===== config.mk =====
export PLATFORM = sky130hd
export DESIGN_NAME = regdump_uart_tx
export DESIGN_NICKNAME = d
export VERILOG_FILES = /design/src/rtl/regdump_uart_tx.sv
export SDC_FILE = /design/constraint.sdc
export NUM_CORES = 1
export LEC_CHECK = 0
export ABC_AREA = 1
export CELL_PAD_IN_SITES_DETAIL_PLACEMENT = 0
export CELL_PAD_IN_SITES_GLOBAL_PLACEMENT = 2
export CORE_ASPECT_RATIO = 0.9
export CORE_MARGIN = 3
export CORE_UTILIZATION = 33
export DETAILED_ROUTE_END_ITERATION = 8
export PLACE_DENSITY = 0.78
export SKIP_LAST_GASP = 1
export SYNTH_ARGS = -nofsm -noshare
export SYNTH_HDL_FRONTEND = slang
export SYNTH_SLANG_ARGS = --single-unit

===== constraint.sdc =====
create_clock -name clk -period 2.5 [get_ports clk]
set_input_delay 0.25 -clock clk [delete_from_list [all_inputs] [get_ports clk]]
set_output_delay 0.25 -clock clk [all_outputs]
set_load 0.03 [all_outputs]

===== src/rtl/regdump_uart_tx.sv =====
// Register-dump UART 8N1 transmitter: walks reg_select 0..NREGS-1, sends each 32-bit value MSB byte first, LSB bit first.
// Define REGDUMP_CSUM_EN to append one XOR-of-all-bytes checksum frame before done.
`timescale 1ns/1ps
module regdump_uart_tx #(
  parameter int CLKS_PER_BIT = 434,
  parameter int NREGS        = 16
) (
  input  logic        clk,
  input  logic        rst,
  input  logic        start,
  input  logic [31:0] regval,
  output logic [3:0]  reg_select,
  output logic        tx,
  output logic        busy,
  output logic        done
);
  localparam logic [15:0] BAUD_LAST = 16'(CLKS_PER_BIT - 1);
  localparam logic [3:0]  IDX_LAST  = 4'(NREGS - 1);

  typedef enum logic [2:0] {
    S_IDLE,
    S_SEL,
    S_START,
    S_DATA,
    S_STOP,
    S_FIN
  } state_t;

  state_t      state_q, state_d;
  logic [3:0]  reg_select_q, reg_select_d;
  logic [15:0] baud_q, baud_d;
  logic [2:0]  bit_q, bit_d;
  logic [1:0]  byte_q, byte_d;
  logic        tx_q, tx_d;
  logic        busy_q, busy_d;
  logic        done_q, done_d;
  logic [31:0] shift_q, shift_d;
  logic [7:0]  cur_byte;
  logic [2:0]  bit_nxt;
  logic        baud_wrap;
  logic        csum_sent;
`ifdef REGDUMP_CSUM_EN
  logic [7:0]  csum_q, csum_d;
  logic        csum_phase_q, csum_phase_d;

  assign csum_sent = csum_phase_q;
`else
  assign csum_sent = 1'b0;
`endif

  assign cur_byte  = shift_q[31:24];
  assign bit_nxt   = bit_q + 3'd1;
  assign baud_wrap = (baud_q == BAUD_LAST);

  always_comb begin
    state_d      = state_q;
    reg_select_d = reg_select_q;
    baud_d       = baud_q;
    bit_d        = bit_q;
    byte_d       = byte_q;
    tx_d         = tx_q;
    busy_d       = busy_q;
    done_d       = 1'b0;
    shift_d      = shift_q;
`ifdef REGDUMP_CSUM_EN
    csum_d       = csum_q;
    csum_phase_d = csum_phase_q;
`endif
    case (state_q)
      S_IDLE: begin
        tx_d = 1'b1;
        if (start) begin
          reg_select_d = 4'd0;
          busy_d       = 1'b1;
          state_d      = S_SEL;
`ifdef REGDUMP_CSUM_EN
          csum_d       = 8'd0;
          csum_phase_d = 1'b0;
`endif
        end
      end
      S_SEL: begin
        // regval is combinational from reg_select, so it is valid now and captured once.
        shift_d = regval;
        byte_d  = 2'd0;
        bit_d   = 3'd0;
        baud_d  = 16'd0;
        tx_d    = 1'b0;
        state_d = S_START;
`ifdef REGDUMP_CSUM_EN
        csum_d  = csum_q ^ regval[31:24] ^ regval[23:16] ^ regval[15:8] ^ regval[7:0];
`endif
      end
      S_START: begin
        baud_d = baud_wrap ? 16'd0 : baud_q + 16'd1;
        if (baud_wrap) begin
          bit_d   = 3'd0;
          tx_d    = cur_byte[0];
          state_d = S_DATA;
        end
      end
      S_DATA: begin
        baud_d = baud_wrap ? 16'd0 : baud_q + 16'd1;
        if (baud_wrap) begin
          if (bit_q == 3'd7) begin
            tx_d    = 1'b1;
            state_d = S_STOP;
          end else begin
            bit_d = bit_nxt;
            tx_d  = cur_byte[bit_nxt];
          end
        end
      end
      S_STOP: begin
        baud_d = baud_wrap ? 16'd0 : baud_q + 16'd1;
        if (baud_wrap) begin
          if (csum_sent) begin
            done_d  = 1'b1;
            state_d = S_FIN;
          end else if (byte_q != 2'd3) begin
            byte_d  = byte_q + 2'd1;
            shift_d = {shift_q[23:0], 8'h00};
            tx_d    = 1'b0;
            state_d = S_START;
          end else if (reg_select_q < IDX_LAST) begin
            reg_select_d = reg_select_q + 4'd1;
            state_d      = S_SEL;
          end else begin
`ifdef REGDUMP_CSUM_EN
            // Checksum rides the normal byte path; the phase flag routes its STOP to FIN.
            csum_phase_d = 1'b1;
            shift_d      = {csum_q, 24'h000000};
            tx_d         = 1'b0;
            state_d      = S_START;
`else
            done_d  = 1'b1;
            state_d = S_FIN;
`endif
          end
        end
      end
      S_FIN: begin
        busy_d  = 1'b0;
        state_d = S_IDLE;
      end
      default: begin
        tx_d    = 1'b1;
        busy_d  = 1'b0;
        state_d = S_IDLE;
      end
    endcase
  end

  always_ff @(posedge clk or posedge rst) begin
    if (rst) begin
      state_q      <= S_IDLE;
      reg_select_q <= 4'd0;
      baud_q       <= 16'd0;
      bit_q        <= 3'd0;
      byte_q       <= 2'd0;
      tx_q         <= 1'b1;
      busy_q       <= 1'b0;
      done_q       <= 1'b0;
`ifdef REGDUMP_CSUM_EN
      csum_phase_q <= 1'b0;
`endif
    end else begin
      state_q      <= state_d;
      reg_select_q <= reg_select_d;
      baud_q       <= baud_d;
      bit_q        <= bit_d;
      byte_q       <= byte_d;
      tx_q         <= tx_d;
      busy_q       <= busy_d;
      done_q       <= done_d;
`ifdef REGDUMP_CSUM_EN
      csum_phase_q <= csum_phase_d;
`endif
    end
  end

  // Datapath words are always reloaded before use, so they carry no reset.
  always_ff @(posedge clk) begin
    shift_q <= shift_d;
`ifdef REGDUMP_CSUM_EN
    csum_q  <= csum_d;
`endif
  end

  assign reg_select = reg_select_q;
  assign tx         = tx_q;
  assign busy       = busy_q;
  assign done       = done_q;

endmodule


==> out/results.tsv <==
stage	metric	value	unit
cts	root_buffer	clkbuf_8	
run_status	status	completed	
power	power-per-cell-area	962	nW/um2
worst_hold_path	hold_path.class	in2async	
timing	max-slew-margin-rel	70.7	%
drt	drcViolationCount	0	
place	port_buffers	41	
worst_setup_path	crit_arrival	1.99	ns
worst_setup_path	crit-reg2reg-launch	state_q[0]$_DFFE_PP0P_	
synth	synth_top_area_share	29.4	%
floorplanning	fp.dieH	100	um
cts	insertion_delay	0.35	ns
finish	fin_util	43.1	%
floorplanning	dieArea	11100	um2
synth	synth.most_common_cell	nand2_1	
timing	tightest_slew	0.439	ns
power	p_sw	0.00153	W
worst_setup_path	crit_path_max_incr_delay	0.47	ns
cts	postCtsSetupBuffers	0	
global_routing	grt_max_degree	33	
place	place_hpwl	5.38	mm
timing	final-setup-viol-count	0	
synth	syn-instance-count	394	
synth	synth_top_family_by_area	simple AND/OR/NAND/NOR gates	
cts	clk_pin_slew	0.08	ns
power	ir_worst_vdd	397	uV
timing	fmax	513	MHz
worst_setup_path	critPathMaxFanout	32	
floorplanning	floorplan.initialDensity	34.9	%
power	leakage	1.78	nW
place	pre_cts_ws	0.546	ns
synth	synthXorXnorAreaFrac	1.87	%
timing	post-route-period-util	78.0	%
worst_setup_path	crit_top_cell	nand2_1	
synth	ys_ff_latch	63	
synth	yosys.area.top_type	edfxtp_1	
timing	drv_slew	0	
global_routing	grt_pass1_vias	2522	
worst_setup_path	path_class	reg2reg	
synth	synth_edf_count	32	
global_routing	grt.overflow.total	0	
timing	skew	0.0100	ns
worst_setup_path	crit_required	2.54	ns
cts	tritoncts	built	
timing	hold_viol	0	
cts	clock_path_buffers	2	
finish	diodes	0	
global_routing	antenna_found_initial	0	
synth	synth_commonest_cells	nand2_1, nor2_1, inv_1, nand3_1, edfxtp_1	
finish	drive_gt1_share	8.72	%
power	p_int	0.00235	W
synth	synth_compound_area_share	5.70	%
synth	synthDistinctLibCells	29	
synth	syn_nets	435	
timing	worst_slack	0.550	ns
synth	synthSimpleGateAreaFrac	31.0	%
worst_setup_path	crit_chain	nor2_4 -> nand2_4 -> nor2_1 -> nand2_1 -> nand2_1 -> buf_12	
floorplanning	ios	42	
cts	htree_levels	3	
synth	synth_ff_type	edfxtp_1	
power	swShare	39.3	%
worst_setup_path	critPathBufInv	1	
synth	synth_area_leaders	edfxtp_1, dfrtp_1, nand2_1	
timing	tns	0	ns
drt	wire_per_inst	13.2	um
power	combPwrFrac	34.8	%
drt	ant_nets	0	
timing	period_needed	1.95	ns
global_routing	track_usage	14.1	%
floorplanning	core-area	9370	um2
job	cap_violations	0	
place	gp_congestion	0.836	
worst_setup_path	crit_path_end_kind	flip-flop	
worst_setup_path	rrSetupSlack	0.55	ns
cts	cts_resized	0	
drt	vias_per_cell	4.63	
floorplanning	fp.dieW	111	um
drt	dr.first_iter.drc_count	141	
drt	dr.pass1.iters	4	
drt	vias	2635	
floorplanning	rows	33	
synth	muxShareOfSynthArea	0	%
worst_setup_path	cpMaxStageDelayCell	dfrtp_1	
worst_setup_path	rr_worst_depth	6	
cts	clkSinkCount	63	
power	power.share.clock	23.7	%
synth	async_flop_share	49.2	%
synth	yosysSeqAreaShare	53.1	%
drt	wl	7.50	mm
power	p_seq_share	41.5	%
global_routing	grt_pass1_wl	12.5	mm
synth	avgSynthCellArea	8.30	um2
worst_setup_path	crit_family	simple AND/OR/NAND/NOR gates	
worst_setup_path	r2r-end	shift_q[26]$_DFFE_PP_	
cts	cts_buffers	9	
synth	syn-cell-area	3270	um2
timing	rsz0062_at_grt	false	
synth	yosysWarnings	0	
worst_setup_path	critPathLaunchType	flip-flop	
finish	layout.nets	483	
cts	cts_hold_buf	0	
synth	synth_fa_ha_area_share	2.29	%
finish	area_delta_synth_final	23.3	%
[worst register-to-register path, cell delays in order, from the launching register on]
cell and delay [ns]:
dfrtp_1 0.47, nor2_4 0.18, nand2_4 0.21, nor2_1 0.29, nand2_1 0.14, nand2_1 0.12, buf_12 0.21
[how the worst max path moves through the flow]
stage                                to              startpoint  depth (start not counted)  slack (ns)
2_1_floorplan  shift_q[0]$_SDFFCE_PP0P_   baud_q[1]$_DFFE_PP0P_                          8        0.33
3_3_place_gp      shift_q[21]$_DFFE_PP_  state_q[0]$_DFFE_PP0P_                          6        0.61
3_5_place_dp      shift_q[29]$_DFFE_PP_  state_q[0]$_DFFE_PP0P_                          6        0.55
4_1_cts           shift_q[26]$_DFFE_PP_  state_q[0]$_DFFE_PP0P_                          6        0.53
5_1_grt           shift_q[19]$_DFFE_PP_  state_q[0]$_DFFE_PP0P_                          6        0.39
6_report          shift_q[26]$_DFFE_PP_  state_q[0]$_DFFE_PP0P_                          6        0.55
[layout make-up]
class | count | area, um2
clock inverters | 7 | 80.1
flip-flops and latches | 63 | 1740
inverters | 42 | 158
well taps | 122 | 153
repair buffers | 44 | 445
multi-input cells | 282 | 1340
clock buffers | 9 | 124
fillers | 932 | 5340
[cell families after synthesis]
kind of cell / count (synthesis)
adder cells (fa/ha/maj): 6
AO/OA/AOI/OAI: 36
buffers and inverters: 49
AND/OR/NAND/NOR: 233
XOR/XNOR: 7
flip-flops: 63
[layer usage]
metal  vias to the layer above  track usage (%)  part of all wire [%]
met1                      1189             21.0                    53
met4                         0             4.83                  0.99
li1                       1378                -                     -
met3                         6             3.54                   5.3
met5                         -                0                     0
met2                        62             20.0                    41
[power groups by stage]
stage | Clock, W | Combinational, W | Sequential [W]
detailed placement | 0 | 0.00136 | 0.00163
finish | 0.000921 | 0.00135 | 0.00161
global placement | 0 | 0.00137 | 0.00162
CTS | 0.000950 | 0.00137 | 0.00161
floorplan | 0 | 0.000942 | 0.00164
global route | 0.000997 | 0.00155 | 0.00164
[flip-flops by register name, summed over array words and instances, names as in the netlist]
signal and count:
done 1, byte_q 2, tx 1, reg_select 4, state_q 3, bit_q 3, shift_q 32, busy 1
baud_q 16
[per-stage QoR]
| stage | hold WS (ns) | instances | power [W] | instance area, um2 |
|---|---|---|---|---|
| CTS | 0.292 | 569 | 0.00393 | 4040 |
| global route | 0.306 | 569 | 0.00419 | 4040 |
| global placement | 0.466 | 553 | 0.00299 | 3830 |
| detailed placement | 0.473 | 553 | 0.00300 | 3830 |
| floorplan | 0.353 | 394 | 0.00259 | 3270 |
| finish | 0.287 | 569 | 0.00388 | 4040 |
[cells in the final DEF (no fill, tap or decap), types with 3 or more instances in the layout]
master / synthesis / layout
nor2_4: 4 / 4
nor2_1: 40 / 40
inv_1: 37 / 37
xor2_1: 7 / 7
inv_2: 5 / 5
dfrtp_1: 30 / 30
nand4_1: 4 / 4
nand2_1: 137 / 137
clkbuf_8: 0 / 9
clkdlybuf4s50_1: 0 / 41
edfxtp_1: 32 / 32
o21ai_1: 15 / 15
o22ai_1: 4 / 4
ha_1: 6 / 6
nand3_1: 33 / 33
nand2_2: 3 / 3
a21oi_1: 5 / 5
o21ai_0: 11 / 11
Note: power is estimated with default switching activity, not from simulation.
